$ cat src/rtl/exec_unit.sv
// exec_unit: execute/writeback stage after the addressing-mode sequencer.
// Executes 6502 group-01 ALU ops (ORA/AND/EOR/ADC/STA/LDA/CMP/SBC) and
// CLC/SEC/CLD/SED. Owns the accumulator and status register. Stores go out
// as a held write request that completes on an ack.
//
// Optional feature macro: DECIMAL_MODE_EN. When defined, ADC/SBC do BCD
// arithmetic while D = 1. When undefined, D is stored but ignored.
//
// Ports:
//   i_clk       clock, all state changes on the rising edge
//   i_rst       synchronous active-high reset
//   i_op_valid  upstream presents an op
//   o_op_ready  stage can accept (IDLE only)
//   i_opcode    opcode byte: [7:5] op, [4:2] amode, [1:0] group
//   i_operand   fetched operand byte
//   i_eff_addr  effective address (STA only)
//   o_reg_a     accumulator
//   o_p_flags   status {N,V,1,B,D,I,Z,C}
//   o_wr_req    memory write request, held until i_wr_ack
//   o_wr_addr   write address
//   o_wr_data   write data
//   i_wr_ack    memory accepted the write
//   o_done      one-cycle pulse when an op retires
module exec_unit #(
    parameter logic [7:0] P_RESET = 8'h24,
    parameter logic [7:0] A_RESET = 8'h00
) (
    input  logic        i_clk,
    input  logic        i_rst,
    input  logic        i_op_valid,
    output logic        o_op_ready,
    input  logic [7:0]  i_opcode,
    input  logic [7:0]  i_operand,
    input  logic [15:0] i_eff_addr,
    output logic [7:0]  o_reg_a,
    output logic [7:0]  o_p_flags,
    output logic        o_wr_req,
    output logic [15:0] o_wr_addr,
    output logic [7:0]  o_wr_data,
    input  logic        i_wr_ack,
    output logic        o_done
);

    localparam logic [1:0] S_IDLE  = 2'd0;
    localparam logic [1:0] S_EXEC  = 2'd1;
    localparam logic [1:0] S_WRITE = 2'd2;

    logic [1:0]  r_state;
    logic [7:0]  r_opcode;
    logic [7:0]  r_operand;
    logic [15:0] r_addr;
    logic [7:0]  r_a;
    logic [7:0]  r_p;
    logic        r_done;

    logic [7:0]  w_m_inv;
    logic [8:0]  w_adc_sum;
    logic [8:0]  w_sbc_sum;
    logic [8:0]  w_cmp_sum;
    logic [7:0]  w_a_next;
    logic [7:0]  w_p_next;
    logic        w_is_store;
    logic        w_upd_nz;

`ifdef DECIMAL_MODE_EN
    logic [4:0]  w_dal;
    logic [4:0]  w_dah;
    logic [4:0]  w_dsl;
    logic [4:0]  w_dsh;
    logic        w_dal_c;
    logic        w_dah_c;
    logic        w_dsl_b;
    logic        w_dsh_b;
    logic [3:0]  w_dal_adj;
    logic [3:0]  w_dah_adj;
    logic [3:0]  w_dsl_adj;
    logic [3:0]  w_dsh_adj;

    // Nibble-serial BCD: add adjusts by +6 past 9, subtract by -6 on borrow.
    // Subtraction nibbles are 5-bit so bit 4 is the borrow/sign.
    always_comb begin
        w_dal     = {1'b0, r_a[3:0]} + {1'b0, r_operand[3:0]} + {4'd0, r_p[0]};
        w_dal_c   = (w_dal > 5'd9);
        w_dal_adj = w_dal_c ? (w_dal[3:0] + 4'd6) : w_dal[3:0];
        w_dah     = {1'b0, r_a[7:4]} + {1'b0, r_operand[7:4]} + {4'd0, w_dal_c};
        w_dah_c   = (w_dah > 5'd9);
        w_dah_adj = w_dah_c ? (w_dah[3:0] + 4'd6) : w_dah[3:0];
        w_dsl     = {1'b0, r_a[3:0]} - {1'b0, r_operand[3:0]} - {4'd0, ~r_p[0]};
        w_dsl_b   = w_dsl[4];
        w_dsl_adj = w_dsl_b ? (w_dsl[3:0] - 4'd6) : w_dsl[3:0];
        w_dsh     = {1'b0, r_a[7:4]} - {1'b0, r_operand[7:4]} - {4'd0, w_dsl_b};
        w_dsh_b   = w_dsh[4];
        w_dsh_adj = w_dsh_b ? (w_dsh[3:0] - 4'd6) : w_dsh[3:0];
    end
`endif

    // Result of the captured op; only committed in EXEC.
    always_comb begin
        w_m_inv    = ~r_operand;
        w_adc_sum  = {1'b0, r_a} + {1'b0, r_operand} + {8'd0, r_p[0]};
        w_sbc_sum  = {1'b0, r_a} + {1'b0, w_m_inv} + {8'd0, r_p[0]};
        w_cmp_sum  = {1'b0, r_a} + {1'b0, w_m_inv} + 9'd1;
        w_a_next   = r_a;
        w_p_next   = r_p;
        w_is_store = 1'b0;
        w_upd_nz   = 1'b0;
        if (r_opcode[1:0] == 2'b01) begin
            unique case (r_opcode[7:5])
                3'b000: begin
                    w_a_next = r_a | r_operand;
                    w_upd_nz = 1'b1;
                end
                3'b001: begin
                    w_a_next = r_a & r_operand;
                    w_upd_nz = 1'b1;
                end
                3'b010: begin
                    w_a_next = r_a ^ r_operand;
                    w_upd_nz = 1'b1;
                end
                3'b011: begin
                    w_a_next    = w_adc_sum[7:0];
                    w_p_next[0] = w_adc_sum[8];
                    w_p_next[6] = (r_a[7] ^ w_adc_sum[7]) & (r_operand[7] ^ w_adc_sum[7]);
`ifdef DECIMAL_MODE_EN
                    if (r_p[3]) begin
                        w_a_next    = {w_dah_adj, w_dal_adj};
                        w_p_next[0] = w_dah_c;
                    end
`endif
                    w_upd_nz = 1'b1;
                end
                // 0x89 (STA immediate) has nowhere to store, so it retires as a NOP.
                3'b100: w_is_store = (r_opcode != 8'h89);
                3'b101: begin
                    w_a_next = r_operand;
                    w_upd_nz = 1'b1;
                end
                3'b110: begin
                    w_p_next[0] = w_cmp_sum[8];
                    w_p_next[7] = w_cmp_sum[7];
                    w_p_next[1] = (w_cmp_sum[7:0] == 8'd0);
                end
                3'b111: begin
                    w_a_next    = w_sbc_sum[7:0];
                    w_p_next[0] = w_sbc_sum[8];
                    w_p_next[6] = (r_a[7] ^ w_sbc_sum[7]) & (w_m_inv[7] ^ w_sbc_sum[7]);
`ifdef DECIMAL_MODE_EN
                    if (r_p[3]) begin
                        w_a_next    = {w_dsh_adj, w_dsl_adj};
                        w_p_next[0] = ~w_dsh_b;
                    end
`endif
                    w_upd_nz = 1'b1;
                end
                default: ;
            endcase
        end else begin
            case (r_opcode)
                8'h18:   w_p_next[0] = 1'b0;
                8'h38:   w_p_next[0] = 1'b1;
                8'hD8:   w_p_next[3] = 1'b0;
                8'hF8:   w_p_next[3] = 1'b1;
                default: ;
            endcase
        end
        if (w_upd_nz) begin
            w_p_next[7] = w_a_next[7];
            w_p_next[1] = (w_a_next == 8'd0);
        end
        w_p_next[5] = 1'b1;
    end

    always_ff @(posedge i_clk) begin
        if (i_rst) begin
            r_state <= S_IDLE;
            r_a     <= A_RESET;
            r_p     <= P_RESET | 8'h20;
            r_done  <= 1'b0;
        end else begin
            r_done <= 1'b0;
            case (r_state)
                S_IDLE: begin
                    if (i_op_valid) r_state <= S_EXEC;
                end
                S_EXEC: begin
                    r_a <= w_a_next;
                    r_p <= w_p_next;
                    if (w_is_store) begin
                        r_state <= S_WRITE;
                    end else begin
                        r_state <= S_IDLE;
                        r_done  <= 1'b1;
                    end
                end
                S_WRITE: begin
                    if (i_wr_ack) begin
                        r_state <= S_IDLE;
                        r_done  <= 1'b1;
                    end
                end
                default: r_state <= S_IDLE;
            endcase
        end
    end

    // Operand capture needs no reset: only read after a handshake.
    always_ff @(posedge i_clk) begin
        if (r_state == S_IDLE && i_op_valid) begin
            r_opcode  <= i_opcode;
            r_operand <= i_operand;
            r_addr    <= i_eff_addr;
        end
    end

    assign o_op_ready = (r_state == S_IDLE);
    assign o_wr_req   = (r_state == S_WRITE);
    assign o_wr_addr  = r_addr;
    assign o_wr_data  = r_a;
    assign o_reg_a    = r_a;
    assign o_p_flags  = r_p;
    assign o_done     = r_done;

endmodule

$ cat config.mk
export PLATFORM = sky130hd
export DESIGN_NAME = exec_unit
export DESIGN_NICKNAME = d
export VERILOG_FILES = /design/src/rtl/exec_unit.sv
export SDC_FILE = /design/constraint.sdc
export NUM_CORES = 1
export LEC_CHECK = 0
export CAP_MARGIN = 40
export CORE_MARGIN = 10
export CORE_UTILIZATION = 50
export CTS_CLUSTER_DIAMETER = 120
export DETAILED_ROUTE_END_ITERATION = 10
export PLACE_DENSITY = 0.86
export SYNTH_ARGS = -nofsm -noshare
export SYNTH_HDL_FRONTEND = slang
export SYNTH_SLANG_ARGS = --single-unit
$ cat constraint.sdc
create_clock -name i_clk -period 4.6 [get_ports i_clk]
set_input_delay 0.69 -clock i_clk [delete_from_list [all_inputs] [get_ports i_clk]]
set_output_delay 0.69 -clock i_clk [all_outputs]
set_load 0.01 [all_outputs]
# Yosys cells after proc, flatten, opt, wreduce, memory -nomap -nowiden
# Index checks and enable logic that the tools add are counted.
[totals]
regBits = 48
input_bits = 36
output_inout_bits = 43
wordCells = 84
[op_classes]
n_addsub = 5
eq_ne = 18
mux = 24
bitwise_logic = 11
reduce_logical = 16
[op_table]
columns = ["cell", "count"]
rows = [
  ["8-bit one-hot mux with 6 select lines", 1],
  ["8-bit by 8-bit adder with 9-bit output", 2],
  ["9-bit by 1-bit adder with 9-bit output", 2],
  ["8-bit equality test (second input constant)", 2],
  ["8-bit logical NOT", 2],
  ["3-bit equality test (second input constant)", 4],
  ["1-bit 2-to-1 mux", 12],
  ["3-bit AND reduction", 4],
  ["9-bit by 1-bit adder with 9-bit output (second input constant)", 1],
  ["8-bit AND", 1],
  ["8-bit by 5-bit equality test with 1-bit output (second input constant)", 1],
  ["8-bit by 6-bit equality test with 1-bit output (second input constant)", 1],
  ["2-bit 2-to-1 mux", 4],
  ["8-bit 2-to-1 mux", 1],
  ["8-bit inequality test (second input constant)", 1],
  ["8-bit NOT", 1],
  ["8-bit bitwise OR", 1],
  ["1-bit one-hot mux with 2 select lines", 4],
  ["2-bit nonzero test", 4],
  ["8-bit XOR", 1],
  ["3-bit by 2-bit equality test with 1-bit output (second input constant)", 2],
  ["2-bit one-hot mux with 3 select lines", 1],
  ["6-bit OR reduction", 1],
  ["2-bit by 1-bit equality test with 1-bit output (second input constant)", 2],
  ["14 further kinds", 18],
]

# Logic depth before layout (Yosys ltp)
# Gate-level depths: netlist of run 1.
[logic_depth]
word_depth = 8
depth_mapped = 14
ltp_nobuf = 14

# Least setup slack after synthesis of run 1
# Ideal clock, no wire load.
[synth_path]
path_type = "register -> register"
from = "reg r_operand[0]"
to = "reg r_p[1], in the netlist o_p_flags[1]"
setup_ns = 0.086
arrival_time_ns = 3.147
slack_ns = 1.367
path_stages_with_launch = 14
n_path_buf = 0
synth_period_minus_slack_ns = 3.233
path_cell_list = "edfxtp_1 > inv_1 > ha_1 > inv_1 > fa_1 > inv_1 > ha_1 > nand3_1 > mux2_4 > or4_4 > a31oi_4 > o22ai_1 > a2111o_1 > a221oi_2"
[synth_between]
elab_chain_len = 7
[synth_rtl]
columns = ["item", "line_no", "source"]
rows = [
  ["from (decl)", "50", "logic [7:0] r_operand;"],
  ["from (signal assigned)", "211", "r_operand <= i_operand;"],
  ["8-bit NOT", "99", "w_m_inv = ~r_operand;"],
  ["8-bit by 8-bit adder with 9-bit output", "101, 102", ""],
  ["9-bit by 1-bit adder with 9-bit output (on tied branches)", "101, 102", ""],
  ["8-bit one-hot mux with 6 select lines / 8-bit logical NOT (equally long branches)", "108, 142", ""],
  ["8-bit 2-to-1 mux / 1-bit 2-to-1 mux (equally long branches)", "107, 108", ""],
  ["8-bit logical NOT / 1-bit 2-to-1 mux (equally long branches)", "169, 107", ""],
  ["1-bit 2-to-1 mux *", "167", "if (w_upd_nz) begin"],
  ["to (signal assigned)", "178", "r_p <= P_RESET | 8'h20;"],
  ["to (signal assigned)", "188", "r_p <= w_p_next;"],
  ["to (decl)", "53", "logic [7:0] r_p;"],
]
# Every way passes the cells marked *; elsewhere a longest branch is shown, timed or not. The select of a mux whose other input is x is not followed.
# A chain may end at the register's enable or synchronous reset.

# Worst setup path in the final report of run 1
# Same ends and word-level chain as after synthesis.

==> results of run 1 <==
[worst paths after layout]
path,startpoint,endpoint,slack [ps]
max,r_operand[0],o_p_flags[1],1070
min,o_p_flags[1],o_p_flags[1],490
max reg2reg,r_operand[0],o_p_flags[1],1070
min reg2reg,o_p_flags[1],o_p_flags[1],490
[cell type report]
class	instances	area [um2]	share of cell area
multi-input combinational	275	2040	0.460
sequential	48	1280	0.289
timing repair buffer	79	781	0.176
inverter	35	131	0.0296
tap	96	120	0.0271
clock buffer	6	72.6	0.0164
clock inverter	2	11.3	0.00254
[cell usage after synthesis, types with 3 or more instances]
cell       count  share of area
xnor2_1        6          0.015
nand2_1       18          0.019
buf_4         11          0.023
a21oi_1       20          0.028
o21ai_0        6         0.0083
a2111oi_0      3         0.0073
buf_2          3         0.0042
nand2b_1      13          0.023
mux2i_1        6          0.017
a211oi_1       6          0.013
inv_1         34          0.035
or4_1          3         0.0063
dfxtp_1       16          0.089
buf_1          4         0.0042
fa_1           3          0.017
a211o_1        3         0.0073
o22ai_1        6          0.010
o21a_1         5          0.010
nor4_1         3         0.0052
nor2_1        29          0.030
a31oi_1        4         0.0069
clkbuf_1       8         0.0083
nor3_1        13          0.018
a21boi_0       3         0.0063
o211ai_1       6          0.013
nand3_1        6         0.0083
o31ai_1        6          0.013
xor2_1         4         0.0097
nand4_1        3         0.0052
ha_1          29           0.10
nor2b_1       13          0.023
o2111a_1       3         0.0094
edfxtp_1      32           0.27
[registers in the layout, summed over array words and instances (netlist names)]
signal     cells
r_operand      8
o_done         1
r_opcode       8
r_state        2
o_wr_addr     16
o_p_flags      5
o_reg_a        8
[cell families (layout without fill, tap and decap cells)]
family                     count (synthesis)  after routing
DFF                                       48             48
other                                      2              3
and+or+nand+nor                          124            124
buffers and inverters                     62            122
muxes                                      9              9
xor gates and xnor gates                  11             11
adders and majority gates                 32             32
AOI/OAI and AO/OA                         96             96
[worst min-delay path, delay by kind of cell (launching register included)]
| kind | cells | cell delay (ps) |
|---|---|---|
| AO/OA/AOI/OAI | 1 | 50 |
| buffers and inverters | 1 | 60 |
| flip-flops | 1 | 330 |
[power groups by stage]
stage	clock, W	sequential, W	combinational, W
final	0.000245	0.000508	0.000268
after floorplan	0	0.000515	0.000167
after CTS	0.000252	0.000508	0.000267
after global routing	0.000269	0.000512	0.000294
after global placement	0	0.000516	0.000261
after detailed placement	0	0.000518	0.000266
[through the flow]
stage | hold slack, ps | instance area, um2 | power, W
floorplan | 486 | 3610 | 0.000681
global placement | 471 | 4350 | 0.000777
detailed placement | 473 | 4350 | 0.000783
CTS | 488 | 4440 | 0.00103
global route | 502 | 4440 | 0.00108
finish | 486 | 4440 | 0.00102
[metal layers]
layer  GRT usage  wire (um)
met1       0.205       4080
met2       0.294       4700
met3      0.0657        921
met4      0.0461        152
met5           0          0
==> results.cfg, run 1 <==
[run_status]
outcome = complete, no violations

[sta]
setup_violations = 0
maxSlewViolCount = 0
finalClockSkew_ps = 4.77
finalCriticalPeriod_ps = 3530
finalHoldViolations = 0
relSlewSlack = 0.500
fin_crit_sh = 0.767
worstMarginPinSlew_ps = 744
rsz0062_at_grt = false
tns_ps = 0
clock.fmax_mhz = 283
fin_ws_ps = 1070

[critical_path]
crit_cells = 12
crit_path_max_fanout = 8
crit_type = reg -> reg
timing.critical_path.arrival_ps = 3740
crit_path_cell_trace = inv_1 -> ha_1 -> inv_1 -> fa_1 -> nor2_2 -> o21ai_1 -> xnor2_1 -> or4_1 -> a31oi_1 -> o22ai_1 -> a2111o_1 -> a221oi_2
cpLargestDelayFamily = compound AO/OA/AOI/OAI gates
ff2ff_path_depth = 12
cp_common_cell = inv_1
slowest_stage = or4_1
slowest_delay_ps = 580
cp-end-kind = flip-flop
critPathLaunchType = flip-flop
crit_required_ps = 4810
path_buf_inv = 2

[yosys]
ys.flop_type = edfxtp_1
syn_area_um2 = 3600
synth_compound_area_frac = 0.197
seq_area_frac_synth = 0.356
synth-edff-count = 32
muxShareOfSynthArea = 0.0302
async_reset_ff_frac = 0
avgSynthCellArea_um2 = 9.38
ys_warn_count = 0
synth_seq_cells = 48
syn_inst = 384
synth_xor_area_frac = 0.0320
synth_fa_ha_area_frac = 0.117
synth.distinct_cells = 73
yosys.area_share.simple = 0.186
synth_top_family_by_area = compound AO/OA/AOI/OAI gates

[cells_and_area]
area_delta_synth_final_pct = 23.2
fin_util = 0.642
fill_cells = 598
nets = 512
drive_gt1_frac = 0.0449
final_cells = 541
final_common_cell = clkdlybuf4s50_1
final_cell_mix = clkdlybuf4s50_1 (75), inv_1 (34), edfxtp_1 (32)
antenna_cells = 0

[cts]
path_clk_slew_ps = 90
insertion_delay_ps = 300
cts_resized = 0
cts_hold_buf = 0
numCtsBuffers = 5
clock-root-buffer = clkbuf_8
tritoncts = done
h-tree-depth = 2
clockBufferDepth = 2
postCtsSetupRepairBufs = 0
cts.sinks = 48

[grt]
grt_pass1_vias = 3148
grt_max_degree = 29
antenna_found_initial = 0
grt_pass1_wl_um = 16200
gr-usage-all-layers = 0.175
gr-total-overflow = 0

[job]
maxCapViolations = 0

[detailed_routing]
vias = 3091
ant_nets = 0
avgRoutedWirePerCell_um = 18.2
drt_iter0_markers = 225
viasPerCell = 5.71
drt-pass1-iter-count = 4
wirelength_um = 9850
drc = 0

[floorplan]
rows = 30
pin_count = 79
initial_core_util = 0.522
core_um2 = 6910
die_area_um2 = 11000
fp.dieW_um = 105
die_y_um = 105

[power]
p_clk_frac = 0.240
combPwrFrac = 0.262
intPower_w = 0.000715
p_sw_frac = 0.300
p_switching_w = 0.000306
p_per_area_nw_per_um2 = 230
p_seq_frac = 0.498
p_leak_nw = 1.63
vdd_drop_max_uv = 181

[min_path]
worstHoldPathCells = 2
worstHoldPathType = reg -> reg

[placed_design]
portBuffers = 75
detailed_place_hpwl_um = 7770
dp_slack_ps = 1150
placedCellCount = 533
gp_congestion = 0.965
Power figures use the tool's default switching activity.
==> run 2, diff against run 1 <==
--- a/config.mk
+++ b/config.mk
@@ -7,10 +7,10 @@
 export LEC_CHECK = 0
 export CAP_MARGIN = 40
 export CORE_MARGIN = 10
-export CORE_UTILIZATION = 50
+export CORE_UTILIZATION = 47
 export CTS_CLUSTER_DIAMETER = 120
 export DETAILED_ROUTE_END_ITERATION = 10
-export PLACE_DENSITY = 0.86
+export PLACE_DENSITY = 0.85
 export SYNTH_ARGS = -nofsm -noshare
 export SYNTH_HDL_FRONTEND = slang
 export SYNTH_SLANG_ARGS = --single-unit
==> constraint.sdc (replaced) <==
create_clock -name i_clk -period 2.8 [get_ports i_clk]
set_input_delay 0.42 -clock i_clk [delete_from_list [all_inputs] [get_ports i_clk]]
set_output_delay 0.42 -clock i_clk [all_outputs]
set_load 0.01 [all_outputs]
==> run 2 against run 1 <==
Net effect:
- the flow now finishes with violations (negative setup slack)
- non-clock buffer count grew 99
- final cell count grew 19%
- hold slack gained 12 ps
- worst setup slack lost 1500 ps
- count of clock-buffer cells in the layout is the same
- combinational power grew to 2.6 times the previous value
- critical endpoint is now o_p_flags[6]
- via count grew 19%
- critical path type unchanged
==> results.cfg, run 2 (synthesized netlist as in run 1, its figures left out) <==
[power]
vdd_drop_max_uv = 291
p_per_area_nw_per_um2 = 369
p_leak_nw = 2.21

[critical_path]
path_buf_inv = 3
timing.critical_path.arrival_ps = 3410
slowest_delay_ps = 410
cpLargestDelayFamily = compound AO/OA/AOI/OAI gates
crit_path_cell_trace = inv_2 -> ha_4 -> inv_2 -> fa_2 -> nor2_4 -> o211ai_1 -> a211o_1 -> or2_1 -> nor4_2 -> xor2_1 -> buf_4 -> a311oi_2 -> o41ai_1
slowest_stage = edfxtp_1
rrSetupSlack_ps = -400
crit_required_ps = 3020
crit_cells = 13
cp_common_cell = inv_2
crit_path_max_fanout = 3
ff2ff_path_depth = 13
crit_type = reg -> reg
cp-end-kind = flip-flop
critPathLaunchType = flip-flop

[placed_design]
postPlaceCellArea_um2 = 5060
dp_slack_ps = -351
detailed_place_hpwl_um = 8590
gp_congestion = 0.929
portBuffers = 75

[floorplan]
fp.dieW_um = 108
initial_core_util = 0.489
die_area_um2 = 11600
pin_count = 79
core_um2 = 7370
rows = 31
die_y_um = 108

[sta]
setup_violations = 6
finalHoldViolations = 0
fin_crit_sh = 1.14
fin_ws_ps = -398
relSlewSlack = 0.487
rsz0062_at_grt = true
clock.fmax_mhz = 313
whs_ps = 499
finalClockSkew_ps = 10.2
maxSlewViolCount = 0
worstMarginPinSlew_ps = 749
tns_ps = -1530
finalCriticalPeriod_ps = 3200

[cts]
cts.sinks = 48
cts_hold_buf = 0
clock-root-buffer = clkbuf_8
insertion_delay_ps = 310
h-tree-depth = 2
clockBufferDepth = 2
tritoncts = done
numCtsBuffers = 5
path_clk_slew_ps = 100

[grt]
gr-usage-all-layers = 0.191
antenna_found_initial = 0
grt_pass1_wl_um = 18100
gr-total-overflow = 0
grt_max_degree = 32
grt_pass1_vias = 3731

[cells_and_area]
fin_util = 0.752
drive_gt1_frac = 0.301
area_delta_synth_final_pct = 53.9
final_cell_mix = buf_4 (94), clkdlybuf4s50_1 (75), edfxtp_1 (32)
fill_cells = 488
antenna_cells = 0
final_common_cell = buf_4
stdcell_area_um2 = 5540
nets = 611
largest_reg_flops = 16

[detailed_routing]
drc = 0
drt-pass1-iter-count = 5
vias = 3672
ant_nets = 0
wirelength_um = 12000
viasPerCell = 5.71
avgRoutedWirePerCell_um = 18.7
drt_iter0_markers = 304

[run_status]
outcome = complete, but fails checks
violations = negative setup slack

[min_path]
worstHoldPathType = reg -> reg
worstHoldPathCells = 2

[job]
maxCapViolations = 0
run 2: cell count changes in the layout (fill, tap and decap cells not counted), sizes merged:
cell,delta
buf,+99
bufinv,+1
clkinvlp,-1
run 2: repair_timing:
action	4_1_cts	5_1_grt
resized for setup	19	33
endpoints found under the setup margin	7	8
pin swaps	12	20
setup buffers	5	10
run 2: final timing paths:
kind	from	end
worst max-delay path	r_operand[0]	o_p_flags[6]
worst min register to register	o_p_flags[1]	o_p_flags[1]
worst max register to register	r_operand[0]	o_p_flags[6]
worst min-delay path	o_p_flags[1]	o_p_flags[1]
run 2: cell type report:
type,instances,area (um2),share of cell area
Clock inverter,2,38.8,0.00700
Multi-Input combinational cell,275,2300,0.415
Timing Repair Buffer,178,1580,0.286
Clock buffer,6,82.6,0.0149
Sequential cell,48,1280,0.232
Inverter,35,131,0.0237
Tap cell,99,124,0.0223
run 2: metrics by stage:
step / power [W] / cells
2_1_floorplan: 0.00112 / 385
3_3_place_gp: 0.00140 / 621
3_5_place_dp: 0.00142 / 621
4_1_cts: 0.00198 / 634
5_1_grt: 0.00213 / 643
6_report: 0.00204 / 643
run 2: worst register-to-register path: cells and delay by family (launching register included):
| family | cells | cell delay (ps) |
|---|---|---|
| XOR/XNOR | 1 | 320 |
| adder cells (fa/ha/maj) | 2 | 510 |
| AO/OA/AOI/OAI | 4 | 870 |
| buffers and inverters | 3 | 320 |
| flip-flops | 1 | 410 |
| AND/OR/NAND/NOR | 3 | 670 |
run 2: per-layer routing:
layer | vias up | part of all wire | global-route usage
met5 | - | 0 | 0
met4 | 0 | 0.031 | 0.0563
met3 | 38 | 0.084 | 0.0563
met2 | 179 | 0.51 | 0.340
met1 | 1756 | 0.37 | 0.214
li1 | 1699 | - | -
run 2: report_power, final:
group / switching [W] / total [W] / internal [W]
Clock: 0.000242 / 0.000534 / 0.000292
Sequential: 0.0000202 / 0.000819 / 0.000799
Combinational: 0.000340 / 0.000692 / 0.000351
Total: 0.000602 / 0.00204 / 0.00144
==> run 3, diff against run 2 <==
--- a/config.mk
+++ b/config.mk
@@ -10,6 +10,7 @@
 export CORE_UTILIZATION = 47
 export CTS_CLUSTER_DIAMETER = 120
 export DETAILED_ROUTE_END_ITERATION = 10
+export GPL_ROUTABILITY_DRIVEN = 0
 export PLACE_DENSITY = 0.85
 export SYNTH_ARGS = -nofsm -noshare
 export SYNTH_HDL_FRONTEND = slang
==> run 3 against run 2 <==
Net effect:
- the run still ends with negative setup slack left
- critical path depth down 1
- fmax up 1.6%
- clock skew up 2.6 ps
- count of clock-buffer cells in the layout unchanged
- power down 5.2%
- clock power down 6.2%
- register-to-register slack better by 50 ps
- first-iteration DRC count down 6.6%
- global-route usage down 0.42 points
==> results.cfg, run 3 (synthesized netlist as in run 1, its figures left out) <==
[run_status]
outcome = complete, but fails checks
violations = negative setup slack

[grt]
grt_max_degree = 29
grt_pass1_wl_um = 17700
gr-usage-all-layers = 0.187
grt_pass1_vias = 3627
antenna_found_initial = 0
gr-total-overflow = 0

[cts]
clock-root-buffer = clkbuf_8
tritoncts = done
clockBufferDepth = 2
h-tree-depth = 2
insertion_delay_ps = 310
path_clk_slew_ps = 90
cts_hold_buf = 0
numCtsBuffers = 5
cts.sinks = 48

[placed_design]
portBuffers = 75
detailed_place_hpwl_um = 8690
dp_slack_ps = -427

[detailed_routing]
wirelength_um = 11500
drt-pass1-iter-count = 5
ant_nets = 0
viasPerCell = 5.80
drc = 0
avgRoutedWirePerCell_um = 18.2
vias = 3660
drt_iter0_markers = 284

[sta]
clock.fmax_mhz = 318
rsz0062_at_grt = true
setup_violations = 5
finalClockSkew_ps = 12.7
finalCriticalPeriod_ps = 3150
fin_crit_sh = 1.12
fin_ws_ps = -348
finalHoldViolations = 0
relSlewSlack = 0.524
worstMarginPinSlew_ps = 712
maxSlewViolCount = 0
whs_ps = 513
tns_ps = -1090

[floorplan]
initial_core_util = 0.489
die_y_um = 108
rows = 31
die_area_um2 = 11600
pin_count = 79
core_um2 = 7370
fp.dieW_um = 108

[critical_path]
cp-end-kind = flip-flop
crit_type = reg -> reg
crit_required_ps = 3000
timing.critical_path.arrival_ps = 3350
critPathLaunchType = flip-flop
crit_path_max_fanout = 3

[cells_and_area]
final_cell_mix = buf_4 (91), clkdlybuf4s50_1 (75), edfxtp_1 (32)
drive_gt1_frac = 0.250
antenna_cells = 0
nets = 599
area_delta_synth_final_pct = 46.0
largest_reg_flops = 16
final_common_cell = buf_4

[power]
p_leak_nw = 2.11
vdd_drop_max_uv = 408
p_per_area_nw_per_um2 = 369

[job]
maxCapViolations = 0

[min_path]
worstHoldPathType = reg -> reg
run 3: cell count changes in the layout (fill, tap and decap cells not counted), moves of 3 or more:
cell / delta
ha_1: +5
buf_4: -3
ha_4: -4
buf_12: -3
nor3_2: -3
buf_6: -6
nor3_1: +3
run 3: per-stage QoR:
step	std cells	cell area, um2	power (W)	utilization
floorplan	385	3630	0.00112	-
global placement	621	5020	0.00138	0.682
detailed placement	621	5020	0.00140	0.682
CTS	630	5150	0.00190	0.699
global route	631	5260	0.00202	0.713
finish	631	5260	0.00194	0.713
run 3: path summary, 6_finish.rpt:
check,from,to,slack (ps),cells after the start
max,r_operand[0],o_p_flags[6],-350,12
min,o_p_flags[1],o_p_flags[1],510,2
max reg2reg,r_operand[0],o_p_flags[6],-350,12
min reg2reg,o_p_flags[1],o_p_flags[1],510,2
run 3: what timing repair did:
item | CTS | global route
pin swaps | 6 | 3
setup endpoints to repair | 4 | 7
setup buffers | 1 | 1
gates resized for setup | 3 | 20
run 3: area by class of cell:
type	count	area (um2)
inverter	35	131
clock buffer	6	72.6
sequential	48	1280
clock inverter	2	35.0
tap	99	124
multi-input combinational	275	2180
timing repair buffer	166	1430
fill	521	2110
run 3: critical path: stages (launching register included):
cell      delay [ps]
edfxtp_1         400
inv_2             90
ha_4             140
inv_2             40
fa_2             350
nor2_2           140
o211ai_1         150
a211o_1          350
or2_1            260
nor4_2           300
xor2_1           140
o311a_1          350
o41ai_1          330
run 3: metal layers:
layer  GRT usage  vias to the layer above  wire [um]
li1            -                     1677          -
met1       0.205                     1716       4120
met2       0.327                      224       5770
met3      0.0569                       43       1180
met4      0.0763                        0        408
met5           0                        -          0
run 3: power by group:
group / total (W) / switching (W) / internal [W]
registers: 0.000826 / 0.0000274 / 0.000799
clock network: 0.000501 / 0.000235 / 0.000265
logic: 0.000610 / 0.000303 / 0.000307
total: 0.00194 / 0.000566 / 0.00137
